$ cat config.mk
export PLATFORM = sky130hd
export DESIGN_NAME = multi_threshold_tracker
export DESIGN_NICKNAME = d
export VERILOG_FILES = /design/src/rtl/threshold_pkg.sv /design/src/rtl/threshold_channel.sv /design/src/rtl/multi_threshold_tracker.sv
export SDC_FILE = /design/constraint.sdc
export NUM_CORES = 1
export LEC_CHECK = 0
export ABC_AREA = 1
export ABC_CLOCK_PERIOD_IN_PS = 4400
export CORE_MARGIN = 2
export CORE_UTILIZATION = 38
export CTS_CLUSTER_DIAMETER = 150
export DETAILED_ROUTE_END_ITERATION = 6
export GPL_TIMING_DRIVEN = 0
export PLACE_DENSITY = 0.61
export SYNTH_ARGS = -nofsm -noshare
export SYNTH_HDL_FRONTEND = slang
export SYNTH_SLANG_ARGS = --single-unit
$ cat constraint.sdc
create_clock -name clk -period 4.4 [get_ports clk]
set_input_delay 0.88 -clock clk [delete_from_list [all_inputs] [get_ports clk]]
set_output_delay 0.88 -clock clk [all_outputs]
set_load 0.005 [all_outputs]
$ cat src/rtl/threshold_pkg.sv
// Shared types and helpers for the multi-channel time-since-threshold tracker.
package threshold_pkg;

   // Per-channel hysteresis state.
   typedef enum logic {
      ARMED     = 1'b0,
      TRIGGERED = 1'b1
   } trk_state_e;

   // Saturating increment: returns max once count has reached it.
   function automatic logic [31:0] sat_inc(input logic [31:0] count, input logic [31:0] max);
      logic [31:0] res;
      if (count >= max) begin
         res = max;
      end else begin
         res = count + 32'd1;
      end
      return res;
   endfunction

   // One step of an arg-min reduction: 1 when the candidate beats the
   // current best. Strict compare so ties keep the earlier (lower) index.
   function automatic logic argmin(input logic [31:0] best_val, input logic [31:0] cand_val);
      logic take;
      if (cand_val < best_val) begin
         take = 1'b1;
      end else begin
         take = 1'b0;
      end
      return take;
   endfunction

endpackage

$ cat src/rtl/threshold_channel.sv
// One tracker lane: saturating time-since-trigger count plus ARMED/TRIGGERED flag.
module threshold_channel
   import threshold_pkg::*;
#(
   parameter int MAX_TIME = 1000,
   parameter int TW       = 10
) (
   input  logic          clk,
   input  logic          rst_n,
   input  logic          clr,
   input  logic          hit,
   input  logic          rel,
   input  logic          tu_en,
   output logic [TW-1:0] count,
   output logic          active
);

   localparam logic [TW-1:0] MAX_TW = TW'(MAX_TIME);

   trk_state_e    state_r, state_nxt_s;
   logic [TW-1:0] count_r, count_nxt_s;

   // Next state: clear beats trigger, trigger beats increment; timeout re-arms.
   always_comb begin
      state_nxt_s = state_r;
      count_nxt_s = count_r;
      if (clr) begin
         count_nxt_s = MAX_TW;
         state_nxt_s = ARMED;
      end else if (hit) begin
         count_nxt_s = '0;
         state_nxt_s = TRIGGERED;
      end else begin
         if (tu_en) begin
            count_nxt_s = TW'(sat_inc(32'(count_r), 32'(MAX_TIME)));
         end else begin
            count_nxt_s = count_r;
         end
         case (state_r)
            TRIGGERED: begin
               if (rel || (count_nxt_s == MAX_TW)) begin
                  state_nxt_s = ARMED;
               end else begin
                  state_nxt_s = TRIGGERED;
               end
            end
            ARMED:   state_nxt_s = ARMED;
            default: state_nxt_s = ARMED;
         endcase
      end
   end

   // State and count registers; reset starts the lane saturated and armed.
   always_ff @(posedge clk or negedge rst_n) begin
      if (!rst_n) begin
         state_r <= ARMED;
         count_r <= MAX_TW;
      end else begin
         state_r <= state_nxt_s;
         count_r <= count_nxt_s;
      end
   end

   assign count  = count_r;
   assign active = (state_r == TRIGGERED);

endmodule

$ cat src/rtl/multi_threshold_tracker.sv
// Multi-channel time-since-threshold tracker: channel decode, per-lane trackers,
// registered most-recent-channel selection and hit/error pulses.
module multi_threshold_tracker
   import threshold_pkg::*;
#(
   parameter int  DW       = 16,
   parameter int  NCH      = 4,
   parameter int  MAX_TIME = 1000,
   localparam int CW       = (NCH > 1) ? $clog2(NCH) : 1,
   localparam int TW       = $clog2(MAX_TIME + 1)
) (
   input  logic              clk,
   input  logic              rst_n,
   input  logic              clr_i,
   input  logic [NCH-1:0]    clr_ch_i,
   input  logic              tu_en,
   input  logic [DW-1:0]     thr_hi_i,
   input  logic [DW-1:0]     thr_lo_i,
   input  logic [DW-1:0]     signal_i,
   input  logic [CW-1:0]     ch_i,
   input  logic              valid_i,
   output logic [NCH*TW-1:0] tu_since_o,
   output logic [NCH-1:0]    active_o,
   output logic              hit_o,
   output logic [CW-1:0]     hit_ch_o,
   output logic [CW-1:0]     recent_ch_o,
   output logic              recent_valid_o,
   output logic              err_o
);

   logic              in_range_s;
   logic              sel_s;
   logic [NCH-1:0]    hit_s, rel_s, clr_s;
   logic [TW-1:0]     count_s [NCH];
   logic [CW-1:0]     best_idx_s;
   logic [TW-1:0]     best_val_s;
   logic              hit_r, err_r, recent_valid_r;
   logic [CW-1:0]     hit_ch_r, recent_ch_r;

   // Decode the tagged sample into per-lane trigger/release/clear strobes.
   always_comb begin
      in_range_s = (32'(ch_i) < 32'(NCH));
      sel_s      = valid_i && in_range_s;
      hit_s      = '0;
      rel_s      = '0;
      clr_s      = '0;
      for (int k = 0; k < NCH; k++) begin
         clr_s[k] = clr_i || clr_ch_i[k];
         // A cleared lane must not report a hit it never took.
         hit_s[k] = sel_s && (32'(ch_i) == 32'(k)) && (signal_i > thr_hi_i) && !clr_s[k];
         rel_s[k] = sel_s && (32'(ch_i) == 32'(k)) && (signal_i < thr_lo_i);
      end
   end

   genvar g;
   generate
      for (g = 0; g < NCH; g++) begin : g_ch
         threshold_channel #(
            .MAX_TIME (MAX_TIME),
            .TW       (TW)
         ) u_ch (
            .clk    (clk),
            .rst_n  (rst_n),
            .clr    (clr_s[g]),
            .hit    (hit_s[g]),
            .rel    (rel_s[g]),
            .tu_en  (tu_en),
            .count  (count_s[g]),
            .active (active_o[g])
         );
         assign tu_since_o[g*TW +: TW] = count_s[g];
      end
   endgenerate

   // Linear arg-min over the registered lane counts, lowest index wins ties.
   always_comb begin
      best_idx_s = '0;
      best_val_s = count_s[0];
      for (int k = 1; k < NCH; k++) begin
         if (argmin(32'(best_val_s), 32'(count_s[k]))) begin
            best_idx_s = CW'(k);
            best_val_s = count_s[k];
         end else begin
            best_idx_s = best_idx_s;
            best_val_s = best_val_s;
         end
      end
   end

   // Output registers: single-cycle hit/err pulses and the recent-channel result.
   always_ff @(posedge clk or negedge rst_n) begin
      if (!rst_n) begin
         hit_r          <= 1'b0;
         hit_ch_r       <= '0;
         err_r          <= 1'b0;
         recent_ch_r    <= '0;
         recent_valid_r <= 1'b0;
      end else begin
         hit_r          <= |hit_s;
         hit_ch_r       <= (|hit_s) ? ch_i : hit_ch_r;
         err_r          <= valid_i && !in_range_s;
         recent_ch_r    <= best_idx_s;
         recent_valid_r <= (32'(best_val_s) < 32'(MAX_TIME));
      end
   end

   assign hit_o          = hit_r;
   assign hit_ch_o       = hit_ch_r;
   assign err_o          = err_r;
   assign recent_ch_o    = recent_ch_r;
   assign recent_valid_o = recent_valid_r;

endmodule

# == After elaboration in Yosys (flattened, before gate mapping) ==
# Index checks and enable logic that the tools add are counted.
# totals
reg_bits,50
in_bits,59
output_inout_bits,51
wordCells,116
# op_classes
n_addsub,4
order_cmp,10
n_eq_ne,7
n_mux,49
bitwise,4
n_reduce_logical,30
# op_table
operator,count
10-bit 2-to-1 mux,27
10-bit by 1-bit adder with 10-bit output (second input constant),4
10-bit == test (second input constant),4
10-bit greater-or-equal comparator (second input constant),4
10-bit less-than comparator,3
16-bit greater-than comparator,1
1-bit logical AND,16
16-bit less-than comparator,1
1-bit 2-to-1 mux,16
10-bit less-than comparator (second input constant),1
1-bit logical OR,8
1-bit one-hot mux with 2 select lines,4
2-bit == test (second input constant),2
1-bit zero test,4
2-bit 2-to-1 mux,2
1-bit inverter,4
4-bit OR reduction,1
2-bit by 1-bit == test with 1-bit output (second input constant),1
2-bit zero test,1

# == Logic depth before layout (Yosys ltp) ==
# Gate-level depths: netlist of the first run.
# logic_depth
ltp_word,12
ltp_mapped,33
mapped_depth_nobuf,31

# == Cells and area by module ==
# A second synthesis of the first run with hierarchy kept.
# unflattened
cells_unflattened,769
hier_area_um2,5261.3
# modules_own_cells
mod,instances,cells_per_inst,area_per_inst_um2,seq_area_each_um2
threshold_channel,4,112,773.2,282.8
multi_threshold_tracker,1,321,2168.3,150.1

# == Worst setup path after synthesis of the first run ==
# OpenSTA, ideal clock, no wires.
# synth_timing
path_kind,register -> register
from,reg g_ch[0].u_ch.count_r[5]
to,"reg recent_valid_r, in the netlist recent_valid_o"
setup_time_ns,0.113
arrival_time_ns,3.966
required_ns,4.287
path_slack_ns,0.321
path_stages_with_launch,32
path_buffers,3
period_less_slack_ns,4.079
cell_sequence,dfstp_2 -> inv_1 -> ha_1 -> nand2_1 -> inv_1 -> nand2_1 -> nand2_1 -> nand2_1 -> nand3_2 -> buf_6 -> clkbuf_1 -> o21ai_0 -> inv_1 -> ha_1 -> inv_1 -> o21bai_1 -> inv_1 -> nand2_1 -> nand2_1 -> nand2_4 -> buf_6 -> nand2_2 -> o21ai_2 -> inv_1 -> ha_1 -> nand2_1 -> nor2_1 -> a211oi_1 -> o221a_2 -> nand3_1 -> nand2_1 -> inv_1
# synth_between
elab_chain_len,10
# synth_rtl
item,line,source
from (decl),threshold_channel.sv:21,"logic [TW-1:0] count_r, count_nxt_s;"
from (signal assigned),threshold_channel.sv:60,count_r <= count_nxt_s;
10-bit less-than comparator,threshold_pkg.sv:25,if (cand_val < best_val) begin
1-bit 2-to-1 mux,threshold_pkg.sv:25,
10-bit 2-to-1 mux *,multi_threshold_tracker.sv:80,"if (argmin(32'(best_val_s), 32'(count_s[k]))) begin"
10-bit less-than comparator,threshold_pkg.sv:25,
1-bit 2-to-1 mux,threshold_pkg.sv:25,
10-bit 2-to-1 mux *,multi_threshold_tracker.sv:80,
10-bit less-than comparator,threshold_pkg.sv:25,
1-bit 2-to-1 mux,threshold_pkg.sv:25,
10-bit 2-to-1 mux *,multi_threshold_tracker.sv:80,
10-bit less-than comparator *,multi_threshold_tracker.sv:103,recent_valid_r <= (32'(best_val_s) < 32'(MAX_TIME));
to (signal assigned),multi_threshold_tracker.sv:103,
to (decl),multi_threshold_tracker.sv:37,"logic hit_r, err_r, recent_valid_r;"
# Mark *: on every way between the ends. The rest lies on a longest branch, timed or not.
# A chain may end at the register's enable or synchronous reset.

# == Worst setup path after layout of the first run ==
# layout_timing
from,reg g_ch[0].u_ch.count_r[6]
to,"reg recent_valid_r, in the netlist recent_valid_o"
# The elaborated chain is that of the path after synthesis.

==> metrics.cfg, run 1 <==
[status]
run_status=finished, final reports clean

[yosys]
synth.cell_area_sq_um=4680
synth_edf_count=0
netlist_top_cells_area=sky130_fd_sc_hd__ha_1, sky130_fd_sc_hd__dfrtp_1, sky130_fd_sc_hd__dfstp_2
synth.top_cell.area_share_pct=17.4
synth-seq-area-share_pct=27.4
yosys_warnings=0
syn_area_per_cell_sq_um=7.01
synth_cells=668
yosys_register_bits=50
synthesis.nets=792
synth.lib_cells_used.distinct=41
synthMostInstantiatedCell=sky130_fd_sc_hd__nand2_1
synth-main-ff-cell=sky130_fd_sc_hd__dfrtp_1
ys_top_cells_by_count=sky130_fd_sc_hd__nand2_1, sky130_fd_sc_hd__inv_1, sky130_fd_sc_hd__ha_1
synthArstFlopShare_pct=100
synth_area_leader_cell=sky130_fd_sc_hd__ha_1

[worst_setup_path]
wp_buf_inv=6
critPathKind=reg -> reg
timing.critical_path.to_type=flop
timing.critical_path.arrival_ns=4.39
critical_path.top_delay_family=simple AND/OR/NAND/NOR gates
critPathMaxFanout=10
critical-path-slowest-cell=sky130_fd_sc_hd__dfstp_2
timing.critical_path.slowest_cell_delay_ns=0.57
critical_path_required_time_ns=4.60
cp-start-kind=flop

[floorplan]
std_cell_rows=40
top_level_ports=110
die_width_um=115
core-area_sq_um=12000
design.die.area_sq_um=13200
initial_utilization_pct=39.0
dieHeight_um=115

[cts]
clock_buffer_count_from_cts=5
cts_tree=done
max-clock-path-buffers=2
cts.htree.levels=2
clk-insertion-delay-late_ns=0.30
clk_pin_slew_ns=0.08
cts-root-buf=sky130_fd_sc_hd__clkbuf_16
cts.sinks=50
total_of_hold_buffers_inserted_after_clock_tree_synthesis=0

[power_and_ir_drop]
vdd.ir_drop.worst_mv=0.146
p_leak_nw=3.30
pwr_density_cell_nw_per_um2=221

[sta]
max_slew_violations=0
final_cycle_utilization_of_the_critical_path_pct=95.3
hold_viol_final=0
setup_ws_ns=0.206
worst_clock_skew_ns=0.0101
setup_viol_count_final=0
slew_headroom_pct=57.7
tightestPinTransition_ns=0.629
fin_crit_ns=4.19
achievable-frequency_mhz=238
final.hold.worst_slack_ns=0.514

[grt]
busiest_grt_layer=met2
grt-ovfl-total=0
grt_use_met1_pct=26.8
gr-usage-all-layers_pct=20.9
via_count_of_the_first_global_routing_pass=4659
initial_antenna_violation_count=0
global_route_wire_length_before_repair_um=22200
grtUsageMet2_pct=35.6
grt_max_degree=32
met3_layer_usage_reported_by_global_route_pct=3.90

[place]
post_dp_cell_area_sq_um=5950
dp.cells=923
dpl.hpwl_um=11100
post-place-ws_ns=-0.210
port_buffers=107
gpl.final_weighted_congestion=0.961

[run]
cap_viol_max_count=0

[finish]
layout-area-overhead-vs-synth_pct=35.9
layout-drive-gt1-share_pct=14.2
n_fill_cell=1180
finalCoreUtilization_pct=53.0
antenna_cells_inserted=0
design_area_sq_um=6360
finish.net_count=923
finished_layout_cells=947

[detailed_routing]
drt_iter0_markers=271
detail-route-antenna-nets=0
dr_total_vias=4774
wirelength_um=13500
routed_wl_per_cell_um=14.3
drt_pass_1_iters=7
route.detailed.vias_per_inst=5.04
drc=0

[worst_hold_path]
min_path_type=reg -> reg

## sequential cells by signal (all words and copies together), names as in the netlist
signal and cells:
g_ch.u_ch.count 40, g_ch.u_ch.active 4, hit_ch_o 2, recent_ch_o 2, hit_o 1, recent_valid_o 1
## through the flow
step / setup TNS, ns / total power, mW
detailed placement: -0.494 / 0.939
global placement: -0.402 / 0.928
finish: 0 / 1.41
CTS: 0 / 1.38
floorplan: 0 / 0.756
global route: -0.0269 / 1.51
## metal layers
metal / vias up / wire length [um]
met2: 145 / 6510
met1: 2169 / 5940
met5: - / 0
met3: 17 / 801
met4: 0 / 279
li1: 2443 / -
## cells in the final DEF (no fill, tap or decap), types with 2 or more instances in the layout
| master | synthesis | routed |
|---|---|---|
| sky130_fd_sc_hd__inv_2 | 2 | 5 |
| sky130_fd_sc_hd__nor2_4 | 3 | 3 |
| sky130_fd_sc_hd__clkbuf_16 | 0 | 5 |
| sky130_fd_sc_hd__o21ai_0 | 50 | 42 |
| sky130_fd_sc_hd__nand2_4 | 3 | 3 |
| sky130_fd_sc_hd__nand2_2 | 3 | 8 |
| sky130_fd_sc_hd__buf_4 | 6 | 22 |
| sky130_fd_sc_hd__nor4_1 | 13 | 13 |
| sky130_fd_sc_hd__o21ai_2 | 3 | 9 |
| sky130_fd_sc_hd__nand3_1 | 18 | 17 |
| sky130_fd_sc_hd__and2_1 | 2 | 2 |
| sky130_fd_sc_hd__buf_6 | 2 | 2 |
| sky130_fd_sc_hd__o31ai_1 | 4 | 4 |
| sky130_fd_sc_hd__nand4_1 | 17 | 17 |
| sky130_fd_sc_hd__dfstp_2 | 24 | 24 |
| sky130_fd_sc_hd__xor2_1 | 2 | 2 |
| sky130_fd_sc_hd__nor3_1 | 22 | 21 |
| sky130_fd_sc_hd__nand3_2 | 4 | 4 |
| sky130_fd_sc_hd__a211oi_1 | 3 | 2 |
| sky130_fd_sc_hd__a21o_1 | 2 | 2 |
| sky130_fd_sc_hd__a21oi_1 | 39 | 38 |
| sky130_fd_sc_hd__clkdlybuf4s50_1 | 0 | 106 |
| sky130_fd_sc_hd__or2_2 | 4 | 4 |
| sky130_fd_sc_hd__nor3b_1 | 3 | 3 |
| sky130_fd_sc_hd__nor2_2 | 2 | 3 |
| sky130_fd_sc_hd__inv_1 | 132 | 129 |
| sky130_fd_sc_hd__nor2_1 | 43 | 42 |
| sky130_fd_sc_hd__buf_2 | 1 | 2 |
| sky130_fd_sc_hd__ha_4 | 0 | 5 |
| sky130_fd_sc_hd__nand2_1 | 151 | 146 |
| sky130_fd_sc_hd__inv_6 | 0 | 2 |
| sky130_fd_sc_hd__dfrtp_1 | 26 | 25 |
| sky130_fd_sc_hd__o21ai_1 | 2 | 4 |
| sky130_fd_sc_hd__o211ai_1 | 5 | 5 |
| sky130_fd_sc_hd__a21oi_2 | 2 | 3 |
| sky130_fd_sc_hd__ha_1 | 65 | 60 |
## worst register-to-register path, delay by kind of cell (launching register included)
family          cells  cell delay (ns)
compound gates      4             0.45
simple gates       17             1.52
flops               1             0.57
buf+inv             6             0.63
fa+ha+maj           3             0.91
## cells by family after synthesis
logic type | count (synthesis) | synth area share [%]
AND/OR/NAND/NOR | 289 | 28.3
buffers and inverters | 145 | 12.4
AO/OA/AOI/OAI | 115 | 13.9
adder cells (fa/ha/maj) | 65 | 17.4
flip-flops | 50 | 27.4
XOR/XNOR | 3 | 0.561
other | 1 | 0.0801
## power by group
part	total [mW]	internal, mW	leakage [nW]	switching, mW
Sequential	0.496	0.486	0.602	0.0107
Combinational	0.500	0.247	2.63	0.253
Clock	0.413	0.217	0.0748	0.196
## path summary, 6_finish.rpt
kind,start,endpoint,slack [ns],cells past startpoint
min in group asynchronous,rst_n,recent_ch_o[0],0.54,1
hold reg to reg,hit_ch_o[0],hit_ch_o[0],0.51,2
setup / recovery,g_ch[0].u_ch.count[6],recent_valid_o,0.21,30
max in group asynchronous,rst_n,g_ch[2].u_ch.count[8],3.26,2
setup reg to reg,g_ch[0].u_ch.count[6],recent_valid_o,0.21,30
hold / removal,hit_ch_o[0],hit_ch_o[0],0.51,2
## repair_timing
action	CTS	global route
pin swaps	6	12
gates resized for setup	10	29
setup endpoints to repair	3	3
setup buffers	8	8
## cell type report
cell class                 instances  area (sq um)  area share (%)
multi-input combinational        473          2950            46.3
sequential                        50          1280            20.1
timing repair buffer             124          1210            19.0
inverter                         134           503            7.90
tap                              147           184            2.89
clock buffer                       5           125            1.97
buffer                            11          91.3            1.44
clock inverter                     3          26.3           0.413
Power figures use the tool's default switching activity.
==> run 2: changes to the inputs <==
--- a/config.mk
+++ b/config.mk
@@ -8,11 +8,12 @@
 export ABC_AREA = 1
 export ABC_CLOCK_PERIOD_IN_PS = 4400
 export CORE_MARGIN = 2
-export CORE_UTILIZATION = 38
+export CORE_UTILIZATION = 51
 export CTS_CLUSTER_DIAMETER = 150
 export DETAILED_ROUTE_END_ITERATION = 6
 export GPL_TIMING_DRIVEN = 0
-export PLACE_DENSITY = 0.61
+export PLACE_DENSITY = 0.78
+export SLEW_MARGIN = 15
 export SYNTH_ARGS = -nofsm -noshare
 export SYNTH_HDL_FRONTEND = slang
 export SYNTH_SLANG_ARGS = --single-unit
==> metrics.cfg, run 2 (same netlist as run 1, synthesis figures left out) <==
[floorplan]
dieHeight_um=99.8  ; -13%
design.die.area_sq_um=9970  ; -25%
initial_utilization_pct=53.2  ; +14 points
top_level_ports=110  ; unchanged
std_cell_rows=34  ; -15%
die_width_um=99.8  ; -13%
core-area_sq_um=8810  ; -27%

[cts]
cts.htree.levels=2  ; unchanged
clock_buffer_count_from_cts=5  ; unchanged
clk-insertion-delay-late_ns=0.32  ; +0.02 ns
max-clock-path-buffers=2  ; unchanged
cts_tree=done
clk_pin_slew_ns=0.11  ; +0.03 ns
total_of_hold_buffers_inserted_after_clock_tree_synthesis=0  ; unchanged
cts-root-buf=sky130_fd_sc_hd__clkbuf_8
cts.sinks=50  ; unchanged

[sta]
achievable-frequency_mhz=232  ; -2.7%
setup_viol_count_final=0  ; unchanged
worst_clock_skew_ns=0.0106  ; +0.000449 ns
tightestPinTransition_ns=0.684  ; +0.0549 ns
slew_headroom_pct=54.3  ; -3.4 points
max_slew_violations=0  ; unchanged
final.hold.worst_slack_ns=0.526  ; +0.0119 ns
final_cycle_utilization_of_the_critical_path_pct=98.0  ; +2.7 points
hold_viol_final=0  ; unchanged
setup_ws_ns=0.0877  ; -0.119 ns
fin_crit_ns=4.31  ; +0.119 ns

[grt]
grt_max_degree=32  ; unchanged
global_route_wire_length_before_repair_um=21800  ; -2.1%
grt-ovfl-total=0  ; unchanged
initial_antenna_violation_count=0  ; unchanged
via_count_of_the_first_global_routing_pass=4856  ; +4.2%
gr-usage-all-layers_pct=26.6  ; +5.7 points

[worst_setup_path]
cp-start-kind=flop
critical_path_required_time_ns=4.62  ; +0.02 ns
timing.critical_path.arrival_ns=4.53  ; +0.14 ns
timing.critical_path.to_type=flop
critical-path-slowest-cell=sky130_fd_sc_hd__dfstp_2
critPathMaxFanout=10  ; unchanged
cpMostUsedCell=sky130_fd_sc_hd__nand2_1
critPathKind=reg -> reg
timing.critical_path.slowest_cell_delay_ns=0.57  ; about the same

[power_and_ir_drop]
vdd.ir_drop.worst_mv=0.122  ; -17%
netSwitchingFraction_pct=31.4  ; -1.3 points
pwr_density_cell_nw_per_um2=218  ; -1.3%
power_frac_clock_pct=29.2  ; about the same
switching_power_uw=432  ; -6.1%
power_frac_comb_pct=34.7  ; -0.8 points
p_int_uw=945  ; -0.46%
seq_power_share_pct=36.1  ; +0.9 points
p_leak_nw=3.29  ; -0.56%

[finish]
final_common_cell=sky130_fd_sc_hd__nand2_1
layout-drive-gt1-share_pct=14.1  ; -0.20 points
layout.cells.most_common_list=sky130_fd_sc_hd__nand2_1, sky130_fd_sc_hd__inv_1, sky130_fd_sc_hd__clkdlybuf4s50_1
design_area_sq_um=6300  ; -0.98%
finished_layout_cells=905  ; -4.4%
layout-area-overhead-vs-synth_pct=34.5
largest_register_ffs=40  ; unchanged
finish.net_count=920  ; -0.33%
antenna_cells_inserted=0  ; unchanged

[detailed_routing]
wirelength_um=13500  ; about the same
drt_iter0_markers=342  ; +26%
drc=0  ; unchanged
detail-route-antenna-nets=0  ; unchanged
dr_total_vias=5023  ; +5.2%
drt_pass_1_iters=5  ; -2
routed_wl_per_cell_um=14.9  ; +4.6%
route.detailed.vias_per_inst=5.55  ; +10%

[place]
gpl.final_weighted_congestion=1.00  ; +4.6%
dp.cells=884  ; -4.2%
dpl.hpwl_um=10400  ; -5.9%
post_dp_cell_area_sq_um=5910  ; -0.82%
port_buffers=107  ; unchanged
post-place-ws_ns=-0.290  ; -0.0804 ns

[worst_hold_path]
min_path_type=in -> async

[status]
run_status=finished, final reports clean

[run]
cap_viol_max_count=0  ; unchanged

[run 2: critical path: cells and delay by family (launching register included)]
| family | cells | cell delay [ns] |
|---|---|---|
| flops | 1 | 0.57 |
| buf+inv | 7 | 0.68 |
| compound gates | 3 | 0.28 |
| fa+ha+maj | 3 | 0.91 |
| simple gates | 16 | 1.75 |
[run 2: what timing repair did]
action / in CTS / in global routing
endpoints found under the setup margin: 3 / 3
buffers inserted: 4 / 9
pin swaps: 3 / 11
endpoints found under the hold margin: 0 / 0
resized for setup: 7 / 33
[run 2: final timing paths]
kind	endpoint	slack (ns)	cells past startpoint	start
worst max-delay path	recent_valid_o	0.09	29	g_ch[0].u_ch.count[8]
worst min-delay path	g_ch[1].u_ch.count[1]	0.53	1	rst_n
worst max register to register	recent_valid_o	0.09	29	g_ch[0].u_ch.count[8]
worst min register to register	hit_ch_o[1]	0.53	2	hit_ch_o[1]
max in group asynchronous	g_ch[2].u_ch.count[3]	3.27	2	rst_n
min in group clk	hit_ch_o[1]	0.53	2	hit_ch_o[1]
[run 2: layout make-up]
type                    instances  area, sq um
well taps                     108          135
repair buffers                121         1180
inverters                     134          503
clock inverters                 3         68.8
plain buffers                  11         95.1
multi-input cells             473         2970
flip-flops and latches         50         1280
clock buffers                   5         68.8
fillers                       692         2500
[run 2: layer usage]
metal,vias up,share of wire [%],global-route usage [%]
li1,2436,-,-
met1,2337,41,34.3
met2,224,50,46.5
met3,26,7.7,4.32
met4,0,1.6,6.95
met5,-,0,0
[run 2: per-stage QoR]
| step | TNS [ns] | total power, mW | utilization [%] |
|---|---|---|---|
| after floorplan | 0 | 0.756 | - |
| after CTS | 0 | 1.34 | 69.1 |
| final | 0 | 1.38 | 71.6 |
| after detailed placement | -0.700 | 0.928 | 67.1 |
| after global placement | -0.279 | 0.913 | 66.9 |
| after global routing | -0.108 | 1.45 | 71.6 |
[run 2: power by group through the flow]
stage / Sequential [mW] / Clock, mW / Combinational [mW]
finish: 0.496 / 0.402 / 0.478
floorplan: 0.506 / 0 / 0.250
detailed placement: 0.504 / 0 / 0.424
global route: 0.499 / 0.418 / 0.532
CTS: 0.496 / 0.404 / 0.440
global placement: 0.504 / 0 / 0.409
==> run 3: changes to the inputs <==
--- a/config.mk
+++ b/config.mk
@@ -10,9 +10,11 @@
 export CORE_MARGIN = 2
 export CORE_UTILIZATION = 51
 export CTS_CLUSTER_DIAMETER = 150
+export CTS_CLUSTER_SIZE = 16
 export DETAILED_ROUTE_END_ITERATION = 6
 export GPL_TIMING_DRIVEN = 0
 export PLACE_DENSITY = 0.78
+export RECOVER_POWER = 50
 export SLEW_MARGIN = 15
 export SYNTH_ARGS = -nofsm -noshare
 export SYNTH_HDL_FRONTEND = slang
==> metrics.cfg, run 3 (same netlist as run 1, synthesis figures left out) <==
[status]
run_status=finished with violations
violations=capacitance limit, slew limit

[finish]
layout.cells.most_common_list=sky130_fd_sc_hd__nand2_1, sky130_fd_sc_hd__inv_1, sky130_fd_sc_hd__clkdlybuf4s50_1
largest_register_ffs=40  ; unchanged
finalCoreUtilization_pct=71.4  ; -0.20 points
layout-drive-gt1-share_pct=13.8  ; -0.25 points
layout-area-overhead-vs-synth_pct=34.2
finish.net_count=920  ; unchanged
antenna_cells_inserted=0  ; unchanged
final_common_cell=sky130_fd_sc_hd__nand2_1

[floorplan]
die_width_um=99.8  ; unchanged
top_level_ports=110  ; unchanged
design.die.area_sq_um=9970  ; unchanged
core-area_sq_um=8810  ; unchanged
dieHeight_um=99.8  ; unchanged
initial_utilization_pct=53.2  ; unchanged
std_cell_rows=34  ; unchanged

[detailed_routing]
detail-route-antenna-nets=0  ; unchanged
routed_wl_per_cell_um=15.0  ; +0.12%
route.detailed.vias_per_inst=5.51  ; -0.70%
drc=0  ; unchanged
drt_iter0_markers=296  ; -13%
dr_total_vias=4988  ; -0.70%
drt_pass_1_iters=5  ; unchanged
wirelength_um=13500  ; +0.12%

[sta]
final_cycle_utilization_of_the_critical_path_pct=97.8  ; -0.22 points
tightestPinTransition_ns=1.61  ; +0.928 ns
fin_crit_ns=4.30  ; -0.00972 ns
slew_headroom_pct=-7.42  ; -62 points
setup_viol_count_final=0  ; unchanged
max_slew_violations=32  ; +32
achievable-frequency_mhz=232  ; +0.23%
hold_viol_final=0  ; unchanged
final.hold.worst_slack_ns=0.516  ; -0.0102 ns
worst_clock_skew_ns=0.00937  ; -0.00119 ns

[cts]
cts-root-buf=sky130_fd_sc_hd__clkbuf_8
clk-insertion-delay-late_ns=0.32  ; about the same
clock_buffer_count_from_cts=5  ; unchanged
cts.sinks=50  ; unchanged
total_of_hold_buffers_inserted_after_clock_tree_synthesis=0  ; unchanged
max-clock-path-buffers=2  ; unchanged
cts_tree=done
cts.htree.levels=2  ; unchanged
clk_pin_slew_ns=0.10  ; about the same

[worst_setup_path]
critPathKind=reg -> reg
critical-path-slowest-cell=sky130_fd_sc_hd__dfstp_2
critPathMaxFanout=10  ; unchanged
timing.critical_path.slowest_cell_delay_ns=0.57  ; about the same
cpMostUsedCell=sky130_fd_sc_hd__nand2_1
critical_path_launch_point=g_ch[0].u_ch.count[8]
timing.critical_path.arrival_ns=4.52  ; about the same
rr_startpoint=g_ch[0].u_ch.count[8]
critical_path_required_time_ns=4.62  ; about the same
cp-start-kind=flop
timing.critical_path.to_type=flop

[power_and_ir_drop]
p_leak_nw=3.33  ; +1.4%
pwr_density_cell_nw_per_um2=217  ; -0.64%
p_int_uw=935  ; -1.1%
power_frac_clock_pct=29.4  ; +0.2 points
seq_power_share_pct=36.3  ; +0.2 points
netSwitchingFraction_pct=31.5  ; +0.098 points
power_frac_comb_pct=34.3  ; -0.4 points
switching_power_uw=429  ; -0.61%
vdd.ir_drop.worst_mv=0.122  ; +0.28%

[place]
dpl.hpwl_um=10400  ; unchanged
gpl.final_weighted_congestion=1.00  ; unchanged
port_buffers=107  ; unchanged

[run]
cap_viol_max_count=1  ; +1

[grt]
via_count_of_the_first_global_routing_pass=4856  ; unchanged
initial_antenna_violation_count=0  ; unchanged
grt-ovfl-total=0  ; unchanged
global_route_wire_length_before_repair_um=21800  ; unchanged
grt_max_degree=32  ; unchanged
gr-usage-all-layers_pct=26.6  ; unchanged

[worst_hold_path]
hp-start=hit_ch_o[1]
min_path_type=reg -> reg

[run 3: cell types whose count changed in the layout (fill, tap and decap cells not counted)]
cell / previous run / this run
sky130_fd_sc_hd__buf_12: 1 / 0
sky130_fd_sc_hd__buf_2: 2 / 1
sky130_fd_sc_hd__clkbuf_1: 1 / 3
sky130_fd_sc_hd__clkdlybuf4s50_1: 106 / 83
sky130_fd_sc_hd__dlygate4sd3_1: 0 / 23
[run 3: power groups by stage]
stage / registers, mW / logic (mW) / clock network (mW)
after floorplan: 0.506 / 0.250 / 0
after global placement: 0.504 / 0.409 / 0
after detailed placement: 0.504 / 0.424 / 0
after CTS: 0.496 / 0.440 / 0.404
after global routing: 0.498 / 0.522 / 0.418
final: 0.495 / 0.467 / 0.402
[run 3: repair_timing]
item                       CTS  global route
gates cloned                 0             0
setup endpoints to repair    3             3
gates resized for setup      7            33
pin swaps                    3            11
buffers inserted             4             9
[run 3: critical path: cells and delay by family (launching register included)]
| kind | cells | cell delay [ns] |
|---|---|---|
| simple gates | 16 | 1.75 |
| buf+inv | 7 | 0.68 |
| fa+ha+maj | 3 | 0.92 |
| flops | 1 | 0.57 |
| compound gates | 3 | 0.28 |
[run 3: cell type report]
type / instances / area (sq um)
inverter: 134 / 503
clock buffer: 5 / 68.8
fill: 696 / 2520
multi-input combinational: 473 / 2970
clock inverter: 3 / 68.8
tap: 108 / 135
timing repair buffer: 121 / 1170
sequential: 50 / 1280
buffer: 11 / 95.1
[run 3: final timing paths]
kind	end	slack, ns	cells past startpoint
worst max-delay path	recent_valid_o	0.1	29
worst min-delay path	hit_ch_o[1]	0.52	2
worst max register to register	recent_valid_o	0.1	29
worst min register to register	hit_ch_o[1]	0.52	2
max in group asynchronous	g_ch[0].u_ch.count[4]	1.47	2
min in group asynchronous	g_ch[1].u_ch.count[1]	0.77	1
[run 3: stage by stage]
stage	cell area (sq um)	power, mW	std cells	setup slack, ns	setup TNS (ns)
finish	6280	1.36	905	0.0974	0
CTS	6080	1.34	896	0.00695	0
global route	6280	1.44	905	-0.0762	-0.108
global placement	5890	0.913	883	-0.147	-0.279
floorplan	4680	0.756	668	0.321	0
detailed placement	5910	0.928	884	-0.290	-0.700
[run 3: metal layers]
metal / track usage (%) / up-vias / part of all wire (%) / wire [um]
met2: 46.5 / 216 / 50 / 6710
met3: 4.32 / 22 / 7.4 / 1000
met1: 34.3 / 2317 / 42 / 5620
met4: 6.95 / 0 / 1.5 / 206
met5: 0 / - / 0 / 0
li1: - / 2433 / - / -
